==> src/rtl/ldpc_encoder.sv <==
// ldpc_encoder: serial systematic LDPC encoder, 18 info bits then 18 dual-diagonal parity bits per block.
module ldpc_encoder #(
  parameter int N_INFO    = 18,
  parameter int N_PAR     = 18,
  parameter int CNT_WIDTH = 5
) (
  input  logic clk,
  input  logic reset,
  input  logic en,
  input  logic in_valid,
  input  logic in_bit,
  output logic in_ready,
  output logic out_valid,
  input  logic out_ready,
  output logic out_bit,
  output logic out_is_parity,
  output logic out_last,
  output logic busy
);
  typedef enum logic {LOAD, PARITY} state_t;
  state_t               state_q, state_d;
  logic [CNT_WIDTH-1:0] cnt_q, cnt_d;
  logic [N_PAR-1:0]     s_q, s_d;
  logic                 pacc_q, pacc_d;
  logic                 out_valid_q, out_valid_d;
  logic                 out_bit_q, out_bit_d;
  logic                 out_is_parity_q, out_is_parity_d;
  logic                 out_last_q, out_last_d;
  logic                 slot_free, xfer, par_go, par_bit;
  int                   i0, i5, i11;
  always_comb begin
    slot_free       = !out_valid_q || out_ready;
    in_ready        = en && !reset && state_q == LOAD && slot_free;
    xfer            = in_valid && in_ready;
    par_go          = en && state_q == PARITY && slot_free;
    i0              = int'(cnt_q);
    i5              = (i0 + 5) % N_PAR;
    i11             = (i0 + 11) % N_PAR;
    par_bit         = pacc_q ^ s_q[cnt_q];
    state_d         = state_q;
    cnt_d           = cnt_q;
    s_d             = s_q;
    pacc_d          = pacc_q;
    out_valid_d     = out_valid_q && !out_ready;
    out_bit_d       = out_bit_q;
    out_is_parity_d = out_is_parity_q;
    out_last_d      = out_last_q && !out_ready;
    if (xfer) begin
      for (int j = 0; j < N_PAR; j++)
        s_d[j] = s_q[j] ^ (in_bit && (j == i0 || j == i5 || j == i11));
      out_bit_d       = in_bit;
      out_valid_d     = 1'b1;
      out_is_parity_d = 1'b0;
      out_last_d      = 1'b0;
      state_d         = cnt_q == CNT_WIDTH'(N_INFO - 1) ? PARITY : LOAD;
      cnt_d           = cnt_q == CNT_WIDTH'(N_INFO - 1) ? '0 : cnt_q + CNT_WIDTH'(1);
      pacc_d          = cnt_q == CNT_WIDTH'(N_INFO - 1) ? 1'b0 : pacc_q;
    end else if (par_go) begin
      out_bit_d       = par_bit;
      pacc_d          = par_bit;
      out_valid_d     = 1'b1;
      out_is_parity_d = 1'b1;
      out_last_d      = cnt_q == CNT_WIDTH'(N_PAR - 1);
      state_d         = out_last_d ? LOAD : PARITY;
      cnt_d           = out_last_d ? '0 : cnt_q + CNT_WIDTH'(1);
      s_d             = out_last_d ? '0 : s_q;
    end
  end
  always_ff @(posedge clk) begin
    if (reset) begin
      state_q         <= LOAD;
      cnt_q           <= '0;
      s_q             <= '0;
      pacc_q          <= 1'b0;
      out_valid_q     <= 1'b0;
      out_bit_q       <= 1'b0;
      out_is_parity_q <= 1'b0;
      out_last_q      <= 1'b0;
    end else begin
      state_q         <= state_d;
      cnt_q           <= cnt_d;
      s_q             <= s_d;
      pacc_q          <= pacc_d;
      out_valid_q     <= out_valid_d;
      out_bit_q       <= out_bit_d;
      out_is_parity_q <= out_is_parity_d;
      out_last_q      <= out_last_d;
    end
  end
  assign out_valid     = out_valid_q;
  assign out_bit       = out_bit_q;
  assign out_is_parity = out_is_parity_q;
  assign out_last      = out_last_q;
  assign busy          = !(state_q == LOAD && cnt_q == '0);
endmodule

==> config.mk <==
export PLATFORM = sky130hd
export DESIGN_NAME = ldpc_encoder
export DESIGN_NICKNAME = d
export VERILOG_FILES = /design/src/rtl/ldpc_encoder.sv
export SDC_FILE = /design/constraint.sdc
export NUM_CORES = 1
export LEC_CHECK = 0
export ABC_AREA = 1
export CAP_MARGIN = 25
export CORE_MARGIN = 1.5
export CORE_UTILIZATION = 65
export DETAILED_ROUTE_END_ITERATION = 7
export MAX_ROUTING_LAYER = met4
export PLACE_DENSITY = 0.92
export SYNTH_ARGS = -nofsm -noshare
export SYNTH_HDL_FRONTEND = slang
export SYNTH_SLANG_ARGS = --single-unit
==> constraint.sdc <==
create_clock -name clk -period 6.5 [get_ports clk]
set_input_delay 1.625 -clock clk [delete_from_list [all_inputs] [get_ports clk]]
set_output_delay 1.625 -clock clk [all_outputs]
set_load 0.01 [all_outputs]
### Word level (Yosys, flattened, before mapping)

Index checks and enable logic that the tools add are counted.
Widths: inputs -> output; s select.

| word-level totals | value |
|---|---|
| bits in registers | 29 |
| output and inout bits | 6 |

| cells by class | value |
|---|---|
| $add $sub $neg | 3 |
| divide/modulo/power cells | 2 |
| magnitude comparators | 1 |
| equal/unequal tests | 53 |
| mux-type cells | 19 |
| bitwise logic cells | 20 |
| reductions and logical operators | 77 |

Operators by type and width:

| cell | number |
|---|---|
| $eq 5x32->1 const A | 16 |
| $eq 4x32->1 const A | 8 |
| $eq 3x32->1 const A | 4 |
| $eq 6x32->1 const A | 4 |
| $eq 2x32->1 const A | 2 |
| $logic_not 32->1 | 2 |
| $mod 32x6->32 const B | 2 |
| $mux 18 | 3 |
| $eq 5x5->1 const A | 10 |
| $logic_or 1x1->1 | 37 |
| $logic_and 1x1->1 | 27 |
| $eq 4x5->1 const A | 4 |
| $xor 1x1->1 | 19 |
| $mux 5 | 3 |
| $mux 1 | 12 |
| $eq 3x5->1 const A | 2 |
| $logic_not 5->1 | 2 |
| $add 5x3->6 const B | 1 |
| $add 5x4->6 const B | 1 |
| $lt 5x6->1 const B | 1 |
| $add 5x1->5 const B | 1 |
| $bmux 1 s5 | 1 |
| $eq 2x5->1 const A | 1 |
| $eq 5x5->1 const B | 1 |
| other kinds (6) | 11 |

### Longest topological paths before layout

| logic depth | value |
|---|---|
| word-level depth | 8 |
| depth in mapped cells | 28 |

### Worst setup path before layout

No wires, ideal clock.

| timing path | value |
|---|---|
| path kind | in2out |
| start point | input port out_ready |
| end point | output port in_ready |
| arrival time | 2181 ps |
| data required time | 4875 ps |
| slack | 2694 ps |
| stages | 4 |
| path through | inv_1 nand2_1 inv_1 nor4_1 |

| between the ends | value |
|---|---|
| word-level cells in the longest chain between the ends | 2 |

Ends and longest elaborated chain:

| item | RTL line | text |
|---|---|---|
| start, declared | 14 | `input logic out_ready,` |
| $logic_or 1x1->1 | 32 | `slot_free = !out_valid_q \|\| out_ready;` |
| $logic_and 1x1->1 | 33 | `in_ready = en && !reset && state_q == LOAD && slot_free;` |
| end, declared | 12 | `output logic in_ready,` |

Every way passes these cells.

### Worst setup path in the final report

Same ends and word-level chain as after synthesis.

==> flow_summary.ini <==
[die]
die_y_um = 72.7
dieArea_um2 = 5290
initial_core_util_pct = 67.3
ios = 12
rows = 25
die_w_um = 72.7
core_area_um2 = 4690

[timing]
hold-worst-slack_ns = 0.490
finalCritPeriodShare_pct = 73.3
slew_headroom_pct = 44.6
setup-tns-final_ns = 0
slew_violations = 0
hold_viol_final = 0
grt_setup_unrepaired = no
setup_viol = 0
fmax_mhz = 210
clock_skew_ns = 0.00622
tightest_slew_ns = 0.829
min_period_ns = 4.77

[critical_path]
end_kind = output port
crit_buf_inv = 4
max_stage_delay_ns = 0.61
cp_slowest_cell = clkdlybuf4s50_1
required_ns = 4.88
cp_cell_sequence = clkdlybuf4s50_1, inv_1, nand2_1, inv_1, nor4_1, clkdlybuf4s50_1
cp-start-kind = input port
critPathTopFamily = buffers and inverters
cp.arrival_ns = 3.14
path_class = in2out
path_max_fanout = 2

[synth]
yosys-top-cells-area = dfxtp_1 (18%), nand2_1 (17%), nand3_1 (10%), nor2_1 (9.7%), inv_1 (6.1%)
ys_seq_area_share_pct = 18.4
synth_edf_count = 0
yosysMostFrequentCell = nand2_1
yosysTopAreaCell = dfxtp_1
netlist_area_um2 = 3160
synth-seq-cells = 29
synth.net_count = 557
yosys-top-cells-count = nand2_1 (142), nor2_1 (82), nand3_1 (66), inv_1 (51), dfxtp_1 (29)
ys_types = 36
synthArstFlopShare_pct = 0
ys_warn_count = 0
syn_avg_cell_area_um2 = 5.88
ys.flop_type = dfxtp_1
synth.top_cell.area_share_pct = 18.4
synthCells = 537

[clock_tree]
cts_max_path_buffers = 2
clk_latency_ns = 0.28
cts_resized = 0
tritoncts = built
post_cts_buffers = 0
clk_pin_slew_worst_paths_ns = 0.06
cts_made_buffers = 5
holdBufCountCts = 0
cts_sinks = 29
htree_levels = 2
cts_root_buf = clkbuf_8

[grt]
antenna_found_initial = 0
grt_max_degree = 22
grt_pass1_vias = 3089
grtUsageTotal_pct = 33.1
gr-total-overflow = 0
grt_pass1_wl_um = 13500

[place]
dpl.hpwl_um = 6020
gp_congestion = 1.01
io_buffers = 11

[routing]
drtAntennaViolNets = 0
wl_per_cell_um = 13.6
vias_per_cell = 5.84
drt-pass1-iter-count = 5
vias = 3470
routed_wl_um = 8070
drc = 0
drt_first_iter_violations = 276

[layout]
multiInputGateArea_um2 = 2220
area_growth_pct = 4.75
n_fill_cell = 414
fin_util_pct = 70.5
seqCellArea_um2 = 581
diodes = 0
fin_nets = 559
drive_gt1_share_pct = 10.4

[power]
power_uw = 553
p_per_area_nw_per_um2 = 167
p_leak_nw = 1.63
vdd_drop_max_mv = 0.158

[job]
max_cap_viol_count = 0

[min_path]
hold_path_class = reg2reg

[run_status]
status = finished clean
## power breakdown
group	switching, mW	internal [mW]	leakage [nW]
clock	0.0619	0.0757	0.0395
sequential	0.0117	0.182	0.234
combinational	0.154	0.0688	1.36
total	0.227	0.326	1.63
## cell usage in the layout, fill, tap and decap left out, drive strengths merged
| cell type | instances |
|---|---|
| nand2 | 156 |
| nor2 | 93 |
| nand3 | 73 |
| inv | 60 |
| a21oi | 31 |
| dfxtp | 29 |
| nand4 | 18 |
| o21ai | 15 |
| ha | 14 |
| clkdlybuf4s50 | 11 |
| nor3 | 10 |
| clkbuf | 8 |
| o211ai | 3 |
| a211oi | 3 |
| a31oi | 3 |
| xor2 | 3 |
| nor4 | 2 |
| or2 | 2 |
| clkinv | 2 |
| o21bai | 1 |
| o311ai | 1 |
| a2111oi | 1 |
| buf | 1 |
## metrics by stage
step	setup WS, ns	instances	instance area, µm²
after floorplan	2.69	537	3160
after global placement	1.80	585	3210
after detailed placement	1.77	586	3230
after CTS	1.77	594	3310
after global routing	1.57	594	3310
final	1.73	594	3310
## layout make-up
class	count	share of cell area, %
Multi-Input combinational cell	429	67.2
Sequential cell	29	17.5
Inverter	62	7.03
Timing Repair Buffer	12	3.78
Clock buffer	8	2.42
Tap cell	54	2.04
## flip-flops by register name (all words and copies together), names as in the netlist
signal and count:
cnt_q 5, s_q 18, state_q 1, out_valid 1
pacc_q 1, out_bit 1, out_last 1, out_is_parity 1
## layer usage
layer	vias to the layer above	track usage [%]	wire length, µm
met5	-	-	0
met4	0	14.9	320
met3	37	5.52	555
li1	1754	-	-
met2	123	55.7	3800
met1	1556	38.5	3400
## cells by family after synthesis
group / share of synthesized area, %
flops: 18.4
fa+ha+maj: 5.55
xor+xnor: 1.07
simple gates: 52.5
compound gates: 11.3
buf+inv: 11.3
## worst register-to-register path, cell delays in order (launching register included)
cell and delay [ns]:
dfxtp_1 0.85, inv_1 0.54, ha_1 0.39, inv_1 0.06, nand2_1 0.09, nand2_1 0.15, inv_1 0.05, nand3_1 0.10
nand2_1 0.09, inv_1 0.10, nand2_1 0.06, ha_1 0.26, inv_1 0.04, o211ai_1 0.24, inv_1 0.08, nand2_2 0.16
nand3_4 0.14, nand3_1 0.10, nand2_1 0.09, nor2_4 0.32, nand2_1 0.14, nand3_1 0.17, nand3_1 0.10, nand2_1 0.08
nor2_1 0.05
## path summary, 6_finish.rpt
kind	from	endpoint	slack, ns	cells past startpoint
max	out_ready	in_ready	1.73	6
min	pacc_q$_SDFFE_PP0P_	pacc_q$_SDFFE_PP0P_	0.49	2
max reg2reg	cnt_q[0]$_SDFFE_PP0P_	s_q[15]$_SDFFE_PP0P_	1.94	24
min reg2reg	pacc_q$_SDFFE_PP0P_	pacc_q$_SDFFE_PP0P_	0.49	2
Power figures use the tool's default switching activity.
